<file path="src/rtl/pipeline_hazard_ctrl.sv">
// rtl/pipeline_hazard_ctrl.sv - pipeline stall/flush/freeze controller with mem-wait timeout and halt
module pipeline_hazard_ctrl #(
  parameter int REG_W       = 3,
  parameter int MEM_TIMEOUT = 255,
  parameter int CNT_W       = 16
) (
  input  logic             clock,
  input  logic             reset,
  input  logic [REG_W-1:0] id_rs,
  input  logic [REG_W-1:0] id_rd,
  input  logic             id_uses_rs,
  input  logic             id_uses_rd,
  input  logic [REG_W-1:0] ex_dest,
  input  logic             memRead_EX,
  input  logic             regWrite_EX,
  input  logic             memRead_MEM,
  input  logic             memWrite_MEM,
  input  logic             mem_ready,
  input  logic             branchTaken_MEM,
  input  logic             halt_WB,
  input  logic             resume,
  output logic             pcWrite,
  output logic             ifidEnable,
  output logic             idexEnable,
  output logic             exmemEnable,
  output logic             memwbEnable,
  output logic             ifidFlush,
  output logic             idexFlush,
  output logic             exmemFlush,
  output logic             halted,
  output logic             memError,
  output logic [CNT_W-1:0] stallCycles
);

  typedef enum logic [1:0] {
    S_RUN        = 2'd0,
    S_LOAD_STALL = 2'd1,
    S_MEM_WAIT   = 2'd2,
    S_HALT       = 2'd3
  } state_t;

  // MEM_TIMEOUT is at most 255, so an 8-bit wait counter never wraps before the error fires
  localparam logic [7:0] TIMEOUT = 8'(MEM_TIMEOUT);

  state_t           state_q, state_d;
  logic [7:0]       wait_cnt_q, wait_cnt_d;
  logic [7:0]       wait_inc;
  logic             mem_error_q, mem_error_d;
  logic [CNT_W-1:0] stall_cnt_q;
  logic             mem_busy;
  logic             load_use;

  // Hazard detection terms
  always_comb begin
    mem_busy = (memRead_MEM | memWrite_MEM) & ~mem_ready;
    load_use = memRead_EX & regWrite_EX &
               ((id_uses_rs & (id_rs == ex_dest)) | (id_uses_rd & (id_rd == ex_dest)));
    wait_inc = wait_cnt_q + 8'd1;
  end

  // Next-state and Mealy control outputs, highest-priority event first
  always_comb begin
    state_d     = state_q;
    wait_cnt_d  = '0;
    mem_error_d = mem_error_q;
    pcWrite     = 1'b1;
    ifidEnable  = 1'b1;
    idexEnable  = 1'b1;
    exmemEnable = 1'b1;
    memwbEnable = 1'b1;
    ifidFlush   = 1'b0;
    idexFlush   = 1'b0;
    exmemFlush  = 1'b0;
    halted      = 1'b0;

    if (state_q == S_HALT) begin
      pcWrite     = 1'b0;
      ifidEnable  = 1'b0;
      idexEnable  = 1'b0;
      exmemEnable = 1'b0;
      memwbEnable = 1'b0;
      halted      = 1'b1;
      // A memory timeout is fatal until reset; resume cannot restart the core
      if (resume && !mem_error_q) begin
        state_d = S_RUN;
      end
    end else if (mem_busy) begin
      pcWrite     = 1'b0;
      ifidEnable  = 1'b0;
      idexEnable  = 1'b0;
      exmemEnable = 1'b0;
      memwbEnable = 1'b0;
      wait_cnt_d  = wait_inc;
      if (wait_inc == TIMEOUT) begin
        mem_error_d = 1'b1;
        state_d     = S_HALT;
      end else begin
        state_d = S_MEM_WAIT;
      end
    end else if (branchTaken_MEM) begin
      // Squash the three younger instructions; a pending load-use bubble is moot
      ifidFlush  = 1'b1;
      idexFlush  = 1'b1;
      exmemFlush = 1'b1;
      state_d    = S_RUN;
    end else if (halt_WB) begin
      // Let HLT retire through MEM/WB while everything behind it holds
      pcWrite     = 1'b0;
      ifidEnable  = 1'b0;
      idexEnable  = 1'b0;
      exmemEnable = 1'b0;
      state_d     = S_HALT;
    end else if (load_use && (state_q != S_LOAD_STALL)) begin
      // Hold PC and IF/ID, insert a bubble into ID/EX
      pcWrite    = 1'b0;
      ifidEnable = 1'b0;
      idexFlush  = 1'b1;
      state_d    = S_LOAD_STALL;
    end else begin
      state_d = S_RUN;
    end

    if (reset) begin
      pcWrite     = 1'b0;
      ifidEnable  = 1'b0;
      idexEnable  = 1'b0;
      exmemEnable = 1'b0;
      memwbEnable = 1'b0;
      ifidFlush   = 1'b0;
      idexFlush   = 1'b0;
      exmemFlush  = 1'b0;
      halted      = 1'b0;
    end
  end

  // State, wait counter and sticky error registers
  always_ff @(posedge clock) begin
    if (reset) begin
      state_q     <= S_RUN;
      wait_cnt_q  <= '0;
      mem_error_q <= 1'b0;
    end else begin
      state_q     <= state_d;
      wait_cnt_q  <= wait_cnt_d;
      mem_error_q <= mem_error_d;
    end
  end

  // Saturating count of non-halt cycles in which the PC did not advance
  always_ff @(posedge clock) begin
    if (reset) begin
      stall_cnt_q <= '0;
    end else if (!pcWrite && (state_q != S_HALT) && (stall_cnt_q != '1)) begin
      stall_cnt_q <= stall_cnt_q + CNT_W'(1);
    end
  end

  assign memError    = mem_error_q;
  assign stallCycles = stall_cnt_q;

endmodule
</file>
<file path="config.mk">
export PLATFORM = sky130hd
export DESIGN_NAME = pipeline_hazard_ctrl
export DESIGN_NICKNAME = d
export VERILOG_FILES = /design/src/rtl/pipeline_hazard_ctrl.sv
export SDC_FILE = /design/constraint.sdc
export NUM_CORES = 1
export LEC_CHECK = 0
export CAP_MARGIN = 25
export CORE_ASPECT_RATIO = 0.6
export CORE_UTILIZATION = 41
export DETAILED_ROUTE_END_ITERATION = 12
export PLACE_DENSITY_LB_ADDON = 0.3
export SETUP_SLACK_MARGIN = 0.4
export SLEW_MARGIN = 20
export SYNTH_ARGS = -nofsm -noshare
export SYNTH_HDL_FRONTEND = slang
export SYNTH_SLANG_ARGS = --single-unit
</file>
<file path="constraint.sdc">
create_clock -name clock -period 2.01 [get_ports clock]
set_input_delay 0.402 -clock clock [delete_from_list [all_inputs] [get_ports clock]]
set_output_delay 0.402 -clock clock [all_outputs]
set_load 0.05 [all_outputs]
</file>
Yosys cells after proc, flatten, opt, wreduce, memory -nomap -nowiden
Index checks and enable logic that the tools add are counted.
{"block": "totals", "output_inout_bits": 26, "in_bits": 21, "ramBits": 0, "rom_bits": 0, "ff_bits": 27, "word_cells": 65, "n_memories": 0, "latch_bits": 0}
{"block": "classes", "n_lt_le_gt_ge": 0, "mul": 0, "n_shift": 0, "n_reduce_logical": 8, "n_div": 0, "n_eq_ne": 8, "muxes": 33, "add_sub_neg": 2, "bitwise_logic": 10}
{"op": "$mux 1", "n": 28}
{"op": "$add 16x1->16 const B", "n": 1}
{"op": "$ne 16x16->1 const B", "n": 1}
{"op": "$mux 2", "n": 5}
{"op": "$add 8x1->8 const B", "n": 1}
{"op": "$eq 8x8->1 const B", "n": 1}
{"op": "$eq 3x3->1", "n": 2}
{"op": "$and 1x1->1", "n": 5}
{"op": "$logic_and 1x1->1", "n": 4}
{"op": "$ne 2x1->1 const B", "n": 2}
{"op": "$not 1->1", "n": 3}
{"op": "$reduce_and 3->1", "n": 1}
{"op": "$reduce_or 3->1", "n": 1}
{"op": "$eq 2x2->1 const B", "n": 1}
{"op": "$logic_not 1->1", "n": 2}
{"op": "$ne 2x2->1 const B", "n": 1}
{"op": "$or 1x1->1", "n": 2}

Logic depth before layout (Yosys ltp)
Gate-level depths: netlist of the first run.
{"block": "logic_depth", "ltp_word": 14, "mapped_depth": 9, "ltp_nobuf": 7}

Worst setup path after synthesis of the first run
Ideal clock, no wire load.
{"block": "synth_path", "path_type": "input to output", "startpoint": "input port memWrite_MEM", "endpoint": "output port pcWrite", "setup_slack_ps": -1735, "n_path_buf": 1, "required_time_ps": 1608, "stages": 5, "arrival_ps": 3343, "path_cell_list": "o21ba_2 nor3_1 nand2_1 nor2_1 buf_4"}
{"block": "synth_via", "elab_chain_cells": 5}
{"item": "from (decl)", "line": "17", "text": "input logic memWrite_MEM,"}
{"item": "$or 1x1->1", "line": "55", "text": "mem_busy = (memRead_MEM | memWrite_MEM) & ~mem_ready;"}
{"item": "$and 1x1->1", "line": "55"}
{"item": "$mux 1 (3 in a row)"}
{"item": "to (decl)", "line": "22", "text": "output logic pcWrite,"}
Every way passes these cells.

Final worst setup path of the first run
{"block": "layout_path", "startpoint": "input port id_rs[0]", "endpoint": "register stall_cnt_q[10], in the netlist stallCycles[10]"}
{"block": "layout_via", "elab_chain_cells": 14}
{"item": "from (decl)", "line": "9", "text": "input logic [REG_W-1:0] id_rs,"}
{"item": "$eq 3x3->1", "line": "57", "text": "((id_uses_rs & (id_rs == ex_dest)) | (id_uses_rd & (id_rd == ex_dest)));"}
{"item": "$and 1x1->1", "line": "57"}
{"item": "$or 1x1->1", "line": "57"}
{"item": "$and 1x1->1", "line": "56", "text": "load_use = memRead_EX & regWrite_EX &"}
{"item": "$logic_and 1x1->1", "line": "113", "text": "end else if (load_use && (state_q != S_LOAD_STALL)) begin"}
{"item": "$mux 1", "line": "113"}
{"item": "$mux 1", "line": "106", "text": "end else if (halt_WB) begin"}
{"item": "$mux 1", "line": "100", "text": "end else if (branchTaken_MEM) begin"}
{"item": "$mux 1", "line": "87", "text": "end else if (mem_busy) begin"}
{"item": "$mux 1", "line": "76", "text": "if (state_q == S_HALT) begin"}
{"item": "$mux 1", "line": "123", "text": "if (reset) begin"}
{"item": "$logic_not 1->1", "line": "153", "text": "end else if (!pcWrite && (state_q != S_HALT) && (stall_cnt_q != '1)) begin"}
{"item": "$logic_and 1x1->1 (2 in a row)", "line": "153"}
{"item": "to (signal assigned)", "line": "154", "text": "stall_cnt_q <= stall_cnt_q + CNT_W'(1);"}
{"item": "to (decl)", "line": "49", "text": "logic [CNT_W-1:0] stall_cnt_q;"}
Every way passes these cells.
A chain may end at the register's enable or synchronous reset.

==> flow_summary.json, run 1 <==
{
  "finalInstanceArea_um2": 2790,
  "status": "completed",
  "r2r_slack_ns": 0.13,
  "holdPathStages": 2,
  "grt_start_max_net_pins": 27,
  "whs_endpoint": "stallCycles[7]$_SDFFE_PP0P_",
  "io_pins": 47,
  "hp-start": "stallCycles[7]$_SDFFE_PP0P_",
  "critPathCaptureType": "register",
  "cp_data_arrival_time_ns": 2.15,
  "dp_hpwl_um": 2920,
  "synth_nets": 204,
  "drive_above_1_share_pct": 55.5,
  "hold_class": "register to register",
  "synth_top_area_share_pct": 36.2,
  "num-fill-cells": 212,
  "ys_async_sr_fraction_pct": 0,
  "slew_headroom_pct": 66.2,
  "placed_area_um2": 2240,
  "rr_worst_depth": 8,
  "viasPerCell": 5.78,
  "clkSinkCount": 27,
  "p_per_area_nw_per_um2": 444,
  "syn_area_um2": 1500,
  "max_freq_mhz": 507,
  "synth_top_area_cell": "dfxtp_1",
  "synth_cells": 180,
  "cp-start-kind": "primary input",
  "num_rows": 16,
  "ctsHtreeMaxLevel": 1,
  "coreArea_um2": 3360,
  "cts_root_buf": "clkbuf_8",
  "route.detailed.drc": 0,
  "cts.clk_slew.worst_paths_ns": 0.10,
  "hold_violations": 0,
  "synth_seq_cells": 27,
  "worst-endpoint-required_ns": 2.18,
  "nNetsFinal": 290,
  "areaGrowthSynthToFinish_pct": 86.8,
  "cts_tree": "built",
  "critPathKind": "primary input to register",
  "rr_startpoint": "state_q[1]$_SDFFE_PP0P_",
  "avgSynthCellArea_um2": 8.31,
  "synth_cell_types": 38,
  "ys_warn_count": 0,
  "die_h_um": 48.8,
  "seq_area_frac_synth_pct": 36.2,
  "rsz0062_at_grt": "true",
  "die_area_um2": 3900,
  "grt_pass1_wl_um": 7830,
  "vias": 1792,
  "crit_path_max_fanout": 4,
  "synth_area_leaders": "dfxtp_1 36%, nor2_1 6.0%, xnor2_1 5.3%",
  "track_usage_pct": 26.3,
  "routed_wirelength_um": 5700,
  "die_w_um": 80.0,
  "grt_overflow": 0,
  "ir_drop_uv": 417,
  "tightest_slew_ns": 0.510,
  "layoutNonFillerInstCount": 310,
  "antenna_found_initial": 0,
  "place_inst": 275,
  "min_period_over_period_pct": 98.1,
  "drt_iter0_markers": 145,
  "initial_utilization_pct": 44.5,
  "r2r-end": "stallCycles[10]$_SDFFE_PP0P_",
  "antennaDiodeCount": 0,
  "setup_violations": 0,
  "min_period_ns": 1.97,
  "numCtsBuffers": 3,
  "routedWlPerCell_um": 18.4,
  "skew_ns": 0.00632,
  "power_leakage_nw": 1.08,
  "synth-main-ff-cell": "dfxtp_1",
  "place.gp.congestion": 0.851,
  "slew_viol_final": 0,
  "port-buffer-count": 46,
  "clock_path_buffers": 2,
  "ant_nets": 0,
  "synth_edf_count": 0,
  "maxCapViolations": 0,
  "firstDrtPassIters": 4,
  "grt_pass1_vias": 1621,
  "clock_latency_ns": 0.28
}
-- kinds of logic after synthesis --
group	count (synthesis)	share of synthesized area [%]
xor gates and xnor gates	17	9.96
adders and majority gates	3	2.51
muxes	4	2.93
buffers and inverters	18	6.28
and+or+nand+nor	75	25.4
AOI/OAI and AO/OA	36	16.7
DFF	27	36.2
-- synth_stat cells (all sizes together), types with 2 or more instances --
library cell,count
dfxtp,27
nor2,24
a21oi,13
nand2,11
nand4,9
xnor2,9
xor2,8
nand3,7
o21ai,7
buf,6
clkbuf,6
inv,6
or4,5
o31ai,4
or3,4
ha,3
mux2,3
nor2b,3
nor3,3
nor4,3
o211ai,3
and2,2
and4,2
o2111ai,2
o21ba,2
-- critical path, cell delays in order --
cell and delay (ns):
buf_6 0.09, xnor2_2 0.14, nand4_1 0.16, buf_4 0.18
a211oi_4 0.26, buf_4 0.17, buf_6 0.13, o21ai_4 0.08
nor4_2 0.16, mux2_2 0.37
-- layer usage --
layer	up-vias	share of wire [%]	GRT usage, %	wire [um]
met3	16	7.5	5.79	426
met2	94	47	42.6	2680
met5	-	0	0	0
met4	0	2.9	7.14	163
li1	815	-	-	-
met1	867	43	35.3	2430
-- state kept, by name (all words and copies together) (netlist names) --
name and cells:
memError 1, stallCycles 16, state_q 2, wait_cnt_q 8
-- placed cells by master (no fill, tap or decap), drive strengths merged, types with 3 or more instances in the layout --
cell	synthesis	routed
nand4	9	9
ha	3	3
o21ai	7	9
clkbuf	6	10
or4	5	5
xor2	8	8
inv	6	5
dfxtp	27	27
or3	4	4
nand3	7	7
nor2b	3	3
xnor2	9	9
mux2	3	3
clkdlybuf4s15	0	8
nor3	3	3
nor4	3	3
nor2	24	24
a21oi	13	13
nand2	11	11
dlygate4sd2	0	10
buf	6	66
o211ai	3	3
o31ai	4	4
-- stage by stage --
step	setup WS, ns	hold WS (ns)	util [%]	setup TNS (ns)	power, mW
finish	0.0376	0.510	83.0	0	1.24
global route	-0.0484	0.528	83.0	-0.0701	1.28
CTS	0.104	0.492	76.7	0	1.21
detailed placement	-0.570	0.467	66.7	-8.35	0.862
global placement	-0.510	0.463	66.7	-7.25	0.859
floorplan	-0.205	0.444	-	-0.683	0.738
-- how the worst max path moves through the flow --
stage	slack, ns	start	depth (start not counted)	to
floorplan	-0.20	memWrite_MEM	5	pcWrite
global placement	-0.51	ex_dest[1]	7	stallCycles[14]$_SDFFE_PP0P_
detailed placement	-0.57	ex_dest[1]	7	stallCycles[14]$_SDFFE_PP0P_
CTS	0.10	id_rd[2]	8	idexFlush
global route	-0.05	id_rs[0]	10	stallCycles[10]$_SDFFE_PP0P_
finish	0.04	id_rs[0]	10	stallCycles[10]$_SDFFE_PP0P_
-- report_power, final --
part / internal (mW) / leakage, nW / switching, mW
clock network: 0.142 / 0.0228 / 0.185
logic: 0.173 / 0.825 / 0.187
registers: 0.539 / 0.228 / 0.0141
total: 0.854 / 1.08 / 0.386
-- what timing repair did --
item,CTS,global route
cloned,2,0
pin swaps,38,22
resized for setup,129,48
setup endpoints to repair,51,37
hold buffers,0,0
setup buffers,21,8
-- cell type report --
class | count | area [um^2] | share of cell area [%]
clock buffer | 4 | 45.0 | 1.61
inverter | 6 | 26.3 | 0.941
multi-input combinational | 137 | 1180 | 42.3
sequential | 27 | 581 | 20.8
tap | 45 | 56.3 | 2.02
timing repair buffer | 91 | 903 | 32.3
No activity file was read; power rests on OpenSTA's default activity.
==> inputs of run 2 (changes only) <==
Settings changed: CORE_MARGIN set to 3, SLEW_MARGIN 20 to 10.
==> flow_summary.json, run 2 (synthesis gave the netlist of run 1 again) <==
{
  "viasPerCell": 5.74,
  "cp_top_family": "buffers and inverters",
  "ir_drop_uv": 391,
  "routedWlPerCell_um": 17.8,
  "ant_nets": 0,
  "p_int_mw": 0.840,
  "mostFrequentLayoutCell": "buf_4",
  "grt_pass1_wl_um": 7950,
  "min_period_over_period_pct": 96.6,
  "critPathKind": "register to output pin",
  "status": "completed",
  "dp_hpwl_um": 2870,
  "place_inst": 275,
  "critPathCaptureType": "output pin",
  "ctsHtreeMaxLevel": 1,
  "hold_violations": 0,
  "route.detailed.drc": 0,
  "io_pins": 47,
  "swShare_pct": 31.2,
  "num_rows": 16,
  "cp_data_arrival_time_ns": 1.54,
  "vias": 1755,
  "setup_violations": 0,
  "areaGrowthSynthToFinish_pct": 78.6,
  "place.gp.congestion": 0.798,
  "crit_buf_inv": 3,
  "min_period_ns": 1.94,
  "skew_ns": 0.00734,
  "worst-endpoint-required_ns": 1.61,
  "die_h_um": 52.8,
  "grt_start_max_net_pins": 27,
  "drive_above_1_share_pct": 52.9,
  "clkSinkCount": 27,
  "largest_reg_flops": 16,
  "cpMostUsedCell": "buf_4",
  "numCtsBuffers": 3,
  "antenna_found_initial": 0,
  "slew_viol_final": 0,
  "power.clock.fraction_pct": 26.2,
  "rsz0062_at_grt": "true",
  "final_cell_mix": "33 x buf_4, 19 x nor2_1, 12 x dlygate4sd2_1",
  "tightest_slew_ns": 0.489,
  "max_freq_mhz": 515,
  "hold_class": "register to register",
  "layoutNonFillerInstCount": 306,
  "p_per_area_nw_per_um2": 457,
  "antennaDiodeCount": 0,
  "power_leakage_nw": 1.06,
  "cts_root_buf": "clkbuf_8",
  "grt_pass1_vias": 1664,
  "crit_path_top_delay_cell": "dfxtp_2",
  "die_area_um2": 4430,
  "power.switching_mw": 0.381,
  "nNetsFinal": 286,
  "comb_power_share_pct": 28.1,
  "hold-worst-slack_ns": 0.498,
  "port-buffer-count": 46,
  "clock_path_buffers": 2,
  "cp-start-kind": "register",
  "initial_utilization_pct": 44.2,
  "cts.clk_slew.worst_paths_ns": 0.10,
  "crit_path_max_fanout": 3,
  "grt_overflow": 0,
  "power_frac_seq_pct": 45.7,
  "cp_cell_sequence": "o211ai_1 > buf_4 > buf_4 > a21oi_2 > nor2_2 > nor2_4 > buf_12",
  "clock_latency_ns": 0.28,
  "cts_tree": "built",
  "routed_wirelength_um": 5450,
  "coreArea_um2": 3380,
  "maxCapViolations": 0,
  "slew_headroom_pct": 67.6,
  "cpPeakStageDelay_ns": 0.38,
  "drt_iter0_markers": 82,
  "die_w_um": 84.0,
  "track_usage_pct": 22.3,
  "firstDrtPassIters": 5,
  "finalPower_mw": 1.22
}
[run 2: cell count changes in the layout (fill, tap and decap cells not counted), moves of 3 or more]
| cell | delta |
|---|---|
| nand3_1 | +4 |
| a21oi_2 | -4 |
| buf_4 | -3 |
| buf_6 | -6 |
| nand3_2 | -3 |
| buf_2 | +6 |
| a21oi_1 | +3 |
[run 2: power by group through the flow]
stage	Combinational [mW]	Sequential, mW	Clock [mW]
2_1_floorplan	0.138	0.600	0
3_3_place_gp	0.285	0.575	0
3_5_place_dp	0.288	0.576	0
4_1_cts	0.318	0.559	0.314
5_1_grt	0.358	0.560	0.339
6_report	0.343	0.558	0.320
[run 2: final timing paths]
kind,from,endpoint,slack [ns],cells past startpoint
setup reg to reg,stallCycles[8]$_SDFFE_PP0P_,stallCycles[14]$_SDFFE_PP0P_,0.13,7
setup / recovery,state_q[1]$_SDFFE_PP0P_,idexFlush,0.07,7
hold reg to reg,stallCycles[6]$_SDFFE_PP0P_,stallCycles[6]$_SDFFE_PP0P_,0.50,2
hold / removal,stallCycles[6]$_SDFFE_PP0P_,stallCycles[6]$_SDFFE_PP0P_,0.50,2
[run 2: worst register-to-register path, stage by stage (launching register included)]
cell and delay, ns:
dfxtp_4 0.38, nand4_1 0.16, nor3_2 0.07, buf_4 0.15, a21oi_4 0.23, o21ai_4 0.16, or4_1 0.49, a21oi_1 0.17
[run 2: routing by layer]
metal  wire (um)  GRT usage, %
met1        2350          30.1
met2        2510          36.8
met5           0             0
met4         130          5.88
met3         461          4.40
[run 2: metrics by stage]
stage	util (%)	instance area (um^2)	TNS, ns	setup slack [ns]
2_1_floorplan	-	1610	-0.683	-0.205
3_3_place_gp	66.3	2240	-7.19	-0.503
3_5_place_dp	66.3	2240	-8.18	-0.582
4_1_cts	74.2	2510	0	0.0965
5_1_grt	78.9	2670	-0.0118	-0.00624
6_report	78.9	2670	0	0.0675
[run 2: repair_timing]
item                       CTS  global route
setup buffers               16             9
resized for setup          125            33
setup endpoints to repair   46            34
hold buffers                 0             0
pin swaps                   30            15
gates cloned                 1             1
[run 2: area by class of cell]
class	instances	area [um^2]
tap	45	56.3
inverter	6	26.3
fill	210	713
multi-input combinational	136	1110
timing repair buffer	88	851
clock inverter	1	5.00
clock buffer	3	41.3
sequential	27	583
